===== src/rtl/scr_pkg.sv =====
// Shared constants and types for the 802.11a x^7 + x^4 + 1 scrambler.
package scr_pkg;

  localparam int LFSR_W     = 7;
  localparam int POLY_TAP_A = 7;
  localparam int POLY_TAP_B = 4;
  localparam int CNT_W      = 5;

  localparam logic [LFSR_W-1:0] SEED_DEFAULT = 7'h7F;

  typedef enum logic [1:0] {
    MODE_SCR        = 2'd0,
    MODE_DESCR_REC  = 2'd1,
    MODE_DESCR_SEED = 2'd2,
    MODE_BYPASS     = 2'd3
  } scr_mode_e;

  // State bit k-1 holds polynomial stage s[k]; feedback is s[7] ^ s[4].
  function automatic logic lfsr_fb(input logic [LFSR_W-1:0] s);
    return s[POLY_TAP_A-1] ^ s[POLY_TAP_B-1];
  endfunction

endpackage


===== src/rtl/scr_lfsr_unroll.sv =====
// Combinational DATA_W-bit unrolling of the scrambler LFSR, including
// SERVICE-field seed recovery that may finish part way through a beat.
module scr_lfsr_unroll
  import scr_pkg::*;
#(
  parameter int DATA_W   = 8,
  parameter int REC_BITS = 7
) (
  input  logic [LFSR_W-1:0] state_i,
  input  logic [DATA_W-1:0] data_i,
  input  scr_mode_e         mode_i,
  input  logic [CNT_W-1:0]  cnt_i,
  output logic [LFSR_W-1:0] state_o,
  output logic [DATA_W-1:0] data_o,
  output logic [CNT_W-1:0]  cnt_o
);

  logic [LFSR_W-1:0] s_v;
  logic [CNT_W-1:0]  c_v;
  logic [DATA_W-1:0] d_v;
  logic              fb_v;

  // Walk the beat bit 0 first, carrying LFSR state and recovery count.
  always_comb begin
    s_v  = state_i;
    c_v  = cnt_i;
    d_v  = '0;
    fb_v = 1'b0;
    for (int j = 0; j < DATA_W; j++) begin
      fb_v = lfsr_fb(s_v);
      case (mode_i)
        MODE_BYPASS: begin
          d_v[j] = data_i[j];
        end
        MODE_DESCR_REC: begin
          if (c_v < CNT_W'(REC_BITS)) begin
            d_v[j] = 1'b0;
            s_v    = {s_v[LFSR_W-2:0], data_i[j]};
            c_v    = c_v + {{(CNT_W-1){1'b0}}, 1'b1};
          end else begin
            d_v[j] = data_i[j] ^ fb_v;
            s_v    = {s_v[LFSR_W-2:0], fb_v};
          end
        end
        default: begin
          d_v[j] = data_i[j] ^ fb_v;
          s_v    = {s_v[LFSR_W-2:0], fb_v};
        end
      endcase
    end
    state_o = s_v;
    data_o  = d_v;
    cnt_o   = c_v;
  end

endmodule


===== src/rtl/scrambler_par.sv =====
// Multi-bit-per-cycle 802.11a scrambler/descrambler with a single registered
// output stage on a valid/ready stream.
module scrambler_par
  import scr_pkg::*;
#(
  parameter int                DATA_W       = 8,
  parameter logic [LFSR_W-1:0] SEED_DEFAULT = scr_pkg::SEED_DEFAULT,
  parameter int                REC_BITS     = 7
) (
  input  logic              Clk,
  input  logic              Reset,
  input  logic              start,
  input  logic [1:0]        mode,
  input  logic [LFSR_W-1:0] seed,
  input  logic              in_valid,
  output logic              in_ready,
  input  logic [DATA_W-1:0] in_data,
  input  logic              in_last,
  output logic              out_valid,
  input  logic              out_ready,
  output logic [DATA_W-1:0] out_data,
  output logic              out_last,
  output logic [LFSR_W-1:0] lfsr_state
);

  logic [LFSR_W-1:0] lfsr_q, lfsr_d, lfsr_eff_s, lfsr_nxt_s;
  logic [CNT_W-1:0]  cnt_q, cnt_d, cnt_eff_s, cnt_nxt_s;
  scr_mode_e         mode_q, mode_d, mode_eff_s;
  logic [DATA_W-1:0] out_data_q, out_data_d, proc_data_s;
  logic              out_valid_q, out_valid_d;
  logic              out_last_q, out_last_d;
  logic              accept_s;

  assign in_ready = !out_valid_q || out_ready;
  assign accept_s = in_valid && in_ready;

  // A start pulse takes effect before any beat accepted in the same cycle.
  always_comb begin
    if (start) begin
      mode_eff_s = scr_mode_e'(mode);
      cnt_eff_s  = '0;
      if ((mode == MODE_SCR) || (mode == MODE_DESCR_SEED)) begin
        lfsr_eff_s = seed;
      end else begin
        lfsr_eff_s = SEED_DEFAULT;
      end
    end else begin
      mode_eff_s = mode_q;
      cnt_eff_s  = cnt_q;
      lfsr_eff_s = lfsr_q;
    end
  end

  scr_lfsr_unroll #(
    .DATA_W   (DATA_W),
    .REC_BITS (REC_BITS)
  ) u_unroll (
    .state_i (lfsr_eff_s),
    .data_i  (in_data),
    .mode_i  (mode_eff_s),
    .cnt_i   (cnt_eff_s),
    .state_o (lfsr_nxt_s),
    .data_o  (proc_data_s),
    .cnt_o   (cnt_nxt_s)
  );

  // Next-state selection: the LFSR only advances on an accepted beat.
  always_comb begin
    mode_d = mode_eff_s;
    if (accept_s) begin
      lfsr_d      = lfsr_nxt_s;
      cnt_d       = cnt_nxt_s;
      out_data_d  = proc_data_s;
      out_last_d  = in_last;
      out_valid_d = 1'b1;
    end else begin
      lfsr_d      = lfsr_eff_s;
      cnt_d       = cnt_eff_s;
      out_data_d  = out_data_q;
      out_last_d  = out_last_q;
      out_valid_d = out_valid_q && !out_ready;
    end
  end

  // State and output registers with synchronous reset.
  always_ff @(posedge Clk) begin
    if (Reset) begin
      lfsr_q      <= SEED_DEFAULT;
      cnt_q       <= '0;
      mode_q      <= MODE_SCR;
      out_data_q  <= '0;
      out_last_q  <= 1'b0;
      out_valid_q <= 1'b0;
    end else begin
      lfsr_q      <= lfsr_d;
      cnt_q       <= cnt_d;
      mode_q      <= mode_d;
      out_data_q  <= out_data_d;
      out_last_q  <= out_last_d;
      out_valid_q <= out_valid_d;
    end
  end

  assign out_valid  = out_valid_q;
  assign out_data   = out_data_q;
  assign out_last   = out_last_q;
  assign lfsr_state = lfsr_q;

endmodule


===== config.mk =====
export PLATFORM = sky130hd
export DESIGN_NAME = scrambler_par
export DESIGN_NICKNAME = d
export VERILOG_FILES = /design/src/rtl/scr_pkg.sv /design/src/rtl/scr_lfsr_unroll.sv /design/src/rtl/scrambler_par.sv
export SDC_FILE = /design/constraint.sdc
export NUM_CORES = 1
export LEC_CHECK = 0
export ABC_CLOCK_PERIOD_IN_PS = 10700
export BUFFER_PORTS_ARGS = -buffer_cell sky130_fd_sc_hd__buf_4
export CAP_MARGIN = 30
export CORE_MARGIN = 1
export CORE_UTILIZATION = 38
export CTS_BUF_LIST = sky130_fd_sc_hd__clkbuf_8
export CTS_CLUSTER_SIZE = 25
export DETAILED_ROUTE_END_ITERATION = 8
export PLACE_DENSITY = 0.54
export REMOVE_ABC_BUFFERS = 1
export SLEW_MARGIN = 25
export SYNTH_ARGS = -nofsm -noshare
export SYNTH_HDL_FRONTEND = slang
export SYNTH_SLANG_ARGS = --single-unit

===== constraint.sdc =====
create_clock -name Clk -period 10.7 [get_ports Clk]
set_input_delay 1.605 -clock Clk [delete_from_list [all_inputs] [get_ports Clk]]
set_output_delay 1.605 -clock Clk [all_outputs]
set_load 0.01 [all_outputs]

### After elaboration in Yosys (flattened, before gate mapping)

Cells that the tools add are included.

* flip-flop bits (word level): 24

* reductions and logical operators: 7
* bitwise operators: 16
* $lt $le $gt $ge: 8
* add/subtract/negate cells: 8
* eq/ne operators: 3
* mux-type cells: 55

Operators with widths (count)
* case mux 7 bit (2 select lines): 8
* two-way mux 5 bit: 18
* adder 5 x 1 -> 5 bit, second input constant: 8
* less-than comparator 5 x 3 -> 1 bit, second input constant: 8
* two-way mux 7 bit: 3
* two-way mux 1 bit: 17
* case mux 1 bit (2 select lines): 8
* XOR 1 bit: 16
* equality test 2 bit, second input constant: 2
* equality test 2 x 1 -> 1 bit, second input constant: 1
* logical AND 1 bit: 2
* zero test 1 bit: 2
* zero test 2 bit: 1
* logical OR 1 bit: 2
* two-way mux 2 bit: 1

### Longest topological paths before layout

* depth after elaboration: 29
* gate-level depth with buffers: 34
* mapped depth without buffers: 31

### Modules after synthesis

Synthesis repeated with hierarchy kept, for this count alone.

* cell total of the unflattened synthesis: 425
* area total of the unflattened synthesis: 3012.9 um^2

By module, submodules not included
* scr_lfsr_unroll: times used 1, sequential area each 0.0 um^2, cells an instance 309, area an instance 1975.6 um^2
* scrambler_par: times used 1, sequential area each 480.5 um^2, cells an instance 116, area an instance 1037.2 um^2

### Least setup slack after synthesis

No wires, ideal clock.

* path kind: in2reg
* start point: in start
* end point: reg lfsr_q[0] (netlist: lfsr_state[0])
* path buffers: 2
* path slack: 3144 ps
* library setup time: 122 ps
* cell stages on the path: 30
* arrival: 7435 ps
* required time: 10578 ps
* cells stage by stage: buf_6 > mux2_2 > nor3_1 > clkbuf_1 > and2_0 > o21ai_0 > ha_1 > o21ai_0 > o21ai_2 > ha_1 > nor2_1 > nand4b_1 > nand3_1 > inv_1 > ha_1 > o21ai_0 > o31ai_2 > ha_1 > inv_1 > o21ai_0 > ha_1 > inv_1 > o21ai_0 > a21oi_1 > a21oi_1 > mux2i_1 > nor3_4 > o31a_4 > a31o_1 > a221o_1

* cells in the longest elaborated chain, start to end: 26
* elaborated cells between the ends (all ways): 59
* classes of those cells: add/sub: 7; order compare: 8; eq/ne: 2; mux: 34; bitwise: 8

RTL lines
* start: declaration: line scrambler_par.sv:12 `input logic start,`
* two-way mux 5 bit: line scrambler_par.sv:39 `if (start) begin`
* adder 5 x 1 -> 5 bit or less-than comparator 5 x 3 -> 1 bit (tied branches): line scr_lfsr_unroll.sv:39, scr_lfsr_unroll.sv:36
* two-way mux 5 bit: line scr_lfsr_unroll.sv:36 `if (c_v < CNT_W'(REC_BITS)) begin`
* two-way mux 5 bit: line scr_lfsr_unroll.sv:31 `case (mode_i)`
* adder 5 x 1 -> 5 bit or less-than comparator 5 x 3 -> 1 bit (tied branches): line scr_lfsr_unroll.sv:39, scr_lfsr_unroll.sv:36
* two-way mux 5 bit: line scr_lfsr_unroll.sv:36
* two-way mux 5 bit: line scr_lfsr_unroll.sv:31
* adder 5 x 1 -> 5 bit or less-than comparator 5 x 3 -> 1 bit (tied branches): line scr_lfsr_unroll.sv:39, scr_lfsr_unroll.sv:36
* [... 10 more ...]
* two-way mux 5 bit: line scr_lfsr_unroll.sv:31
* adder 5 x 1 -> 5 bit or less-than comparator 5 x 3 -> 1 bit (tied branches): line scr_lfsr_unroll.sv:39, scr_lfsr_unroll.sv:36
* two-way mux 5 bit: line scr_lfsr_unroll.sv:36
* two-way mux 5 bit: line scr_lfsr_unroll.sv:31
* less-than comparator 5 x 3 -> 1 bit: line scr_lfsr_unroll.sv:36
* two-way mux 1 bit: line scr_lfsr_unroll.sv:36
* case mux 7 bit (2 select lines): line scr_lfsr_unroll.sv:31
* two-way mux 7 bit (*): line scrambler_par.sv:70 `if (accept_s) begin`
* end signal: assignment: line scrambler_par.sv:95 `lfsr_q <= lfsr_d;`
* end: declaration: line scrambler_par.sv:26 `logic [LFSR_W-1:0] lfsr_q, lfsr_d, lfsr_eff_s, lfsr_nxt_s;`

Mark *: on every way between the ends. The rest lies on a longest branch, timed or not.
A chain may end at the register's enable or synchronous reset.

### Worst setup path after layout

Same ends and word-level chain as after synthesis.

==> results.md <==
* Post-Route WL at slightly below 8000 um
* RSZ-0062 raised after global routing: no
* Critical path endpoint category: flop
* Max-cap violations at 0
* CTS HTree Levels at 1
* Pwr dens at roughly 100 nW/um^2
* Crit path required time at 10.88 ns
* Fin. max-slew vios at 0
* Kind of critical path: in2reg
* 1st-iter DRT viols at about 140
* Post-CTS setup buffer count at 0
* Setup TNS Final at 0 ns
* Cell chosen for the clock root: clkbuf_8
* Setup Viol. Count Final at 0
* Seq pwr share at 32.0%
* Clk_lat worst skew at ~0.28 ns
* DRC violations left at 0
* Overflow after GRT at 0
* All-Layer GR Usage at 21.9%
* Antenna Cells at 0
* GP Congestion at between 0.8 and 0.9
* Outcome: finished clean
* Sequential fraction of the synthesis area at 18.1%
* YS warnings at 0
* Worst R2R End: lfsr_state[0]
* Clock power frac at 26.7%
* Post-CTS resize count at 0
* Yosys top cell by area: dfxtp_1
* Initial antenna violation count at 0
* Die Area at 7310 um^2
* Port-buffer cells at 40
* Sw Share at 36.7%
* Vias in the first global route at 2520
* Die Ht at 85.5 um
* Largest net degree at the start of global routing at 28
* Maximum fanout along the worst path at 25
* Synth Instances at 350
* Main synth FF type: dfxtp_1
* Period minus WS final at 7.75 ns
* DR vias at 2718
* CP startpoint kind: input port
* Number of buffers created by CTS at 3
* Leakage at 1.23 nW
* Setup crit end: lfsr_state[0]
* Hpwl dp at 5900 um
* Synth cell types at 77
* Ys async rst share at 0%
* Avg Cell Area, Syn at 7.57 um^2
* Clock sink count at 24
* Combinational power share at 41.3%
* Hold_buf cts at 0
* Rows at 30
* Worst Hold Class: reg2reg
* Number of I/O pins at 41
* Origin of the critical flop-to-flop path: cnt_q[0]
* Die X at between 80 and 90 um
* Reg-to-reg setup timing slack at 4.29 ns
* Share of layout cells above drive strength 1 at between 20% and 30%
* Cell Count, Final, Fillers Out at between 400 and 500
* Post-route ant nets at 0
* Drt via density at 5.90
* CTS max path bufs at 2
* Worst r2r path cells at 28
* Worst stage delay on the critical path at 0.41 ns
* Initial Util at 39.2%
* Fin Clk Skew at ~0.0043 ns
* Area delta synth->final at 15.6%
* Core Area at 6760 um^2
* Slew headroom at around 48%
* DR WL/cell at 17.1 um
* Fin crit share at about 72%
* Synth top area share at roughly 18%
* Placed Cells at ~460
* Pre-antenna DRT Iters at 4
* Final hold vios at 0
* Clock-pin transition on the worst setup and hold timing paths at 0.10 ns
* Dominant cells by area after synthesis: dfxtp_1 18%, a21oi_1 6.2%, nor2_1 6.1%, nand2_1 5.5%, ha_1 3.8%
* Least-Margin Pin Slew at 0.780 ns
* Int Pwr at 0.199 mW
* Sw Pwr at 0.116 mW
* CP startpoint: start
* Synthesized area at ~2600 um^2
* Nets@finish at a little over 400
* Worst path arrival time at roughly 7.9 ns
* CP dominant cell by count: ha_1
* #FFs+latches synth at 24
* Fmax at approximately 0.13 GHz
* CTS tree: built
* First-pass GRT wire length at between 10000 and 15000 um
* EDFF count, synth at 0
* Max IR drop VDD at 0.0578 mV
* Critical Path Slowest Stage Cell: o31a_4
flip-flops by register name, summed over array words and instances (netlist names):
register / flops
cnt_q: 5
lfsr_state: 7
out_last: 1
mode_q: 2
out_data: 8
out_valid: 1
placed cells by master (no fill, tap or decap), drive strengths merged, types with 3 or more instances in the layout:
cell	count
nor2	43
buf	41
nand2	39
a21oi	34
dfxtp	24
o21ai	23
inv	10
xnor2	10
mux2i	9
xor2	8
nand3	8
o211ai	8
o22ai	8
ha	8
nor3b	8
nor3	7
nand2b	6
a211oi	6
o31ai	6
a21o	5
nor2b	4
a31oi	4
mux2	4
and2	4
a311oi	4
nand4b	3
clkbuf	3
o21bai	3
critical path, delay by kind of cell:
kind | cells | cell delay (ns)
AO/OA/AOI/OAI | 11 | 2.21
adder cells (fa/ha/maj) | 5 | 1.72
AND/OR/NAND/NOR | 7 | 1.35
buffers and inverters | 5 | 0.81
multiplexers | 1 | 0.25
worst min path at each step:
stage,start,end,cells after the start
2_1_floorplan,out_data[0],out_data[0],2
3_3_place_gp,out_last,out_last,2
3_5_place_dp,out_data[4],out_data[4],2
4_1_cts,out_data[4],out_data[4],2
5_1_grt,out_last,out_last,2
6_report,out_data[0],out_data[0],2
power groups by stage:
| stage | clock network (mW) | registers [mW] | logic [mW] |
|---|---|---|---|
| finish | 0.0842 | 0.101 | 0.130 |
| global route | 0.0894 | 0.102 | 0.143 |
| CTS | 0.0860 | 0.101 | 0.130 |
| detailed placement | 0 | 0.103 | 0.129 |
| global placement | 0 | 0.103 | 0.129 |
| floorplan | 0 | 0.105 | 0.0839 |
cell families after synthesis:
| group | Yosys count | share of synthesized area [%] |
|---|---|---|
| AND/OR/NAND/NOR | 138 | 27.4 |
| flip-flops | 24 | 18.1 |
| multiplexers | 13 | 6.33 |
| adder cells (fa/ha/maj) | 8 | 3.78 |
| XOR/XNOR | 18 | 5.95 |
| AO/OA/AOI/OAI | 123 | 34.0 |
| buffers and inverters | 26 | 4.39 |
cell type report:
cell class | count | area (um^2)
clock buffers | 3 | 41.3
clock inverters | 1 | 30.0
fillers | 721 | 3690
inverters | 12 | 45.0
multi-input cells | 300 | 2060
flip-flops and latches | 24 | 480
well taps | 80 | 100
repair buffers | 41 | 308
synthesized netlist by cell type (2+ instances only):
master    count
nand2_1      39
o211a_1       2
a21o_1        5
nand3b_1      2
a311oi_1      3
o21ai_0      20
inv_1        10
and3_1        2
o31ai_2       3
dfxtp_1      24
a221o_1       2
xnor2_1      10
a21oi_1      33
mux2i_4       2
xor2_1        8
mux2i_1       6
a211oi_1      5
ha_1          8
nor3b_1       7
clkinv_1      2
o31ai_1       3
buf_6         2
a31oi_1       4
a311o_1       2
clkbuf_1     10
nand3_1       8
nor2b_1       4
o211ai_1      8
a211o_1       2
o21bai_1      2
nor2_1       43
o22ai_1       8
nor3_1        6
nand2b_1      6
mux2_2        3
nand4b_1      3
and2_1        3
stage by stage:
step / hold slack, ns / setup WS, ns / power (mW) / area, um^2 / util, %
floorplan: 0.470 / 2.54 / 0.189 / 2580 / -
global placement: 0.446 / 2.81 / 0.232 / 2990 / 44.3
detailed placement: 0.447 / 2.71 / 0.232 / 2990 / 44.3
CTS: 0.462 / 3.01 / 0.317 / 3060 / 45.3
global route: 0.484 / 2.48 / 0.335 / 3060 / 45.3
finish: 0.457 / 2.95 / 0.315 / 3060 / 45.3
layer usage:
layer	vias to the layer above	track usage, %	wire length, um
met5	-	0	0
met4	0	6.67	163
met3	11	1.25	273
met2	64	37.0	3700
met1	1278	30.2	3760
li1	1365	-	-
No activity file was read; power rests on OpenSTA's default activity.
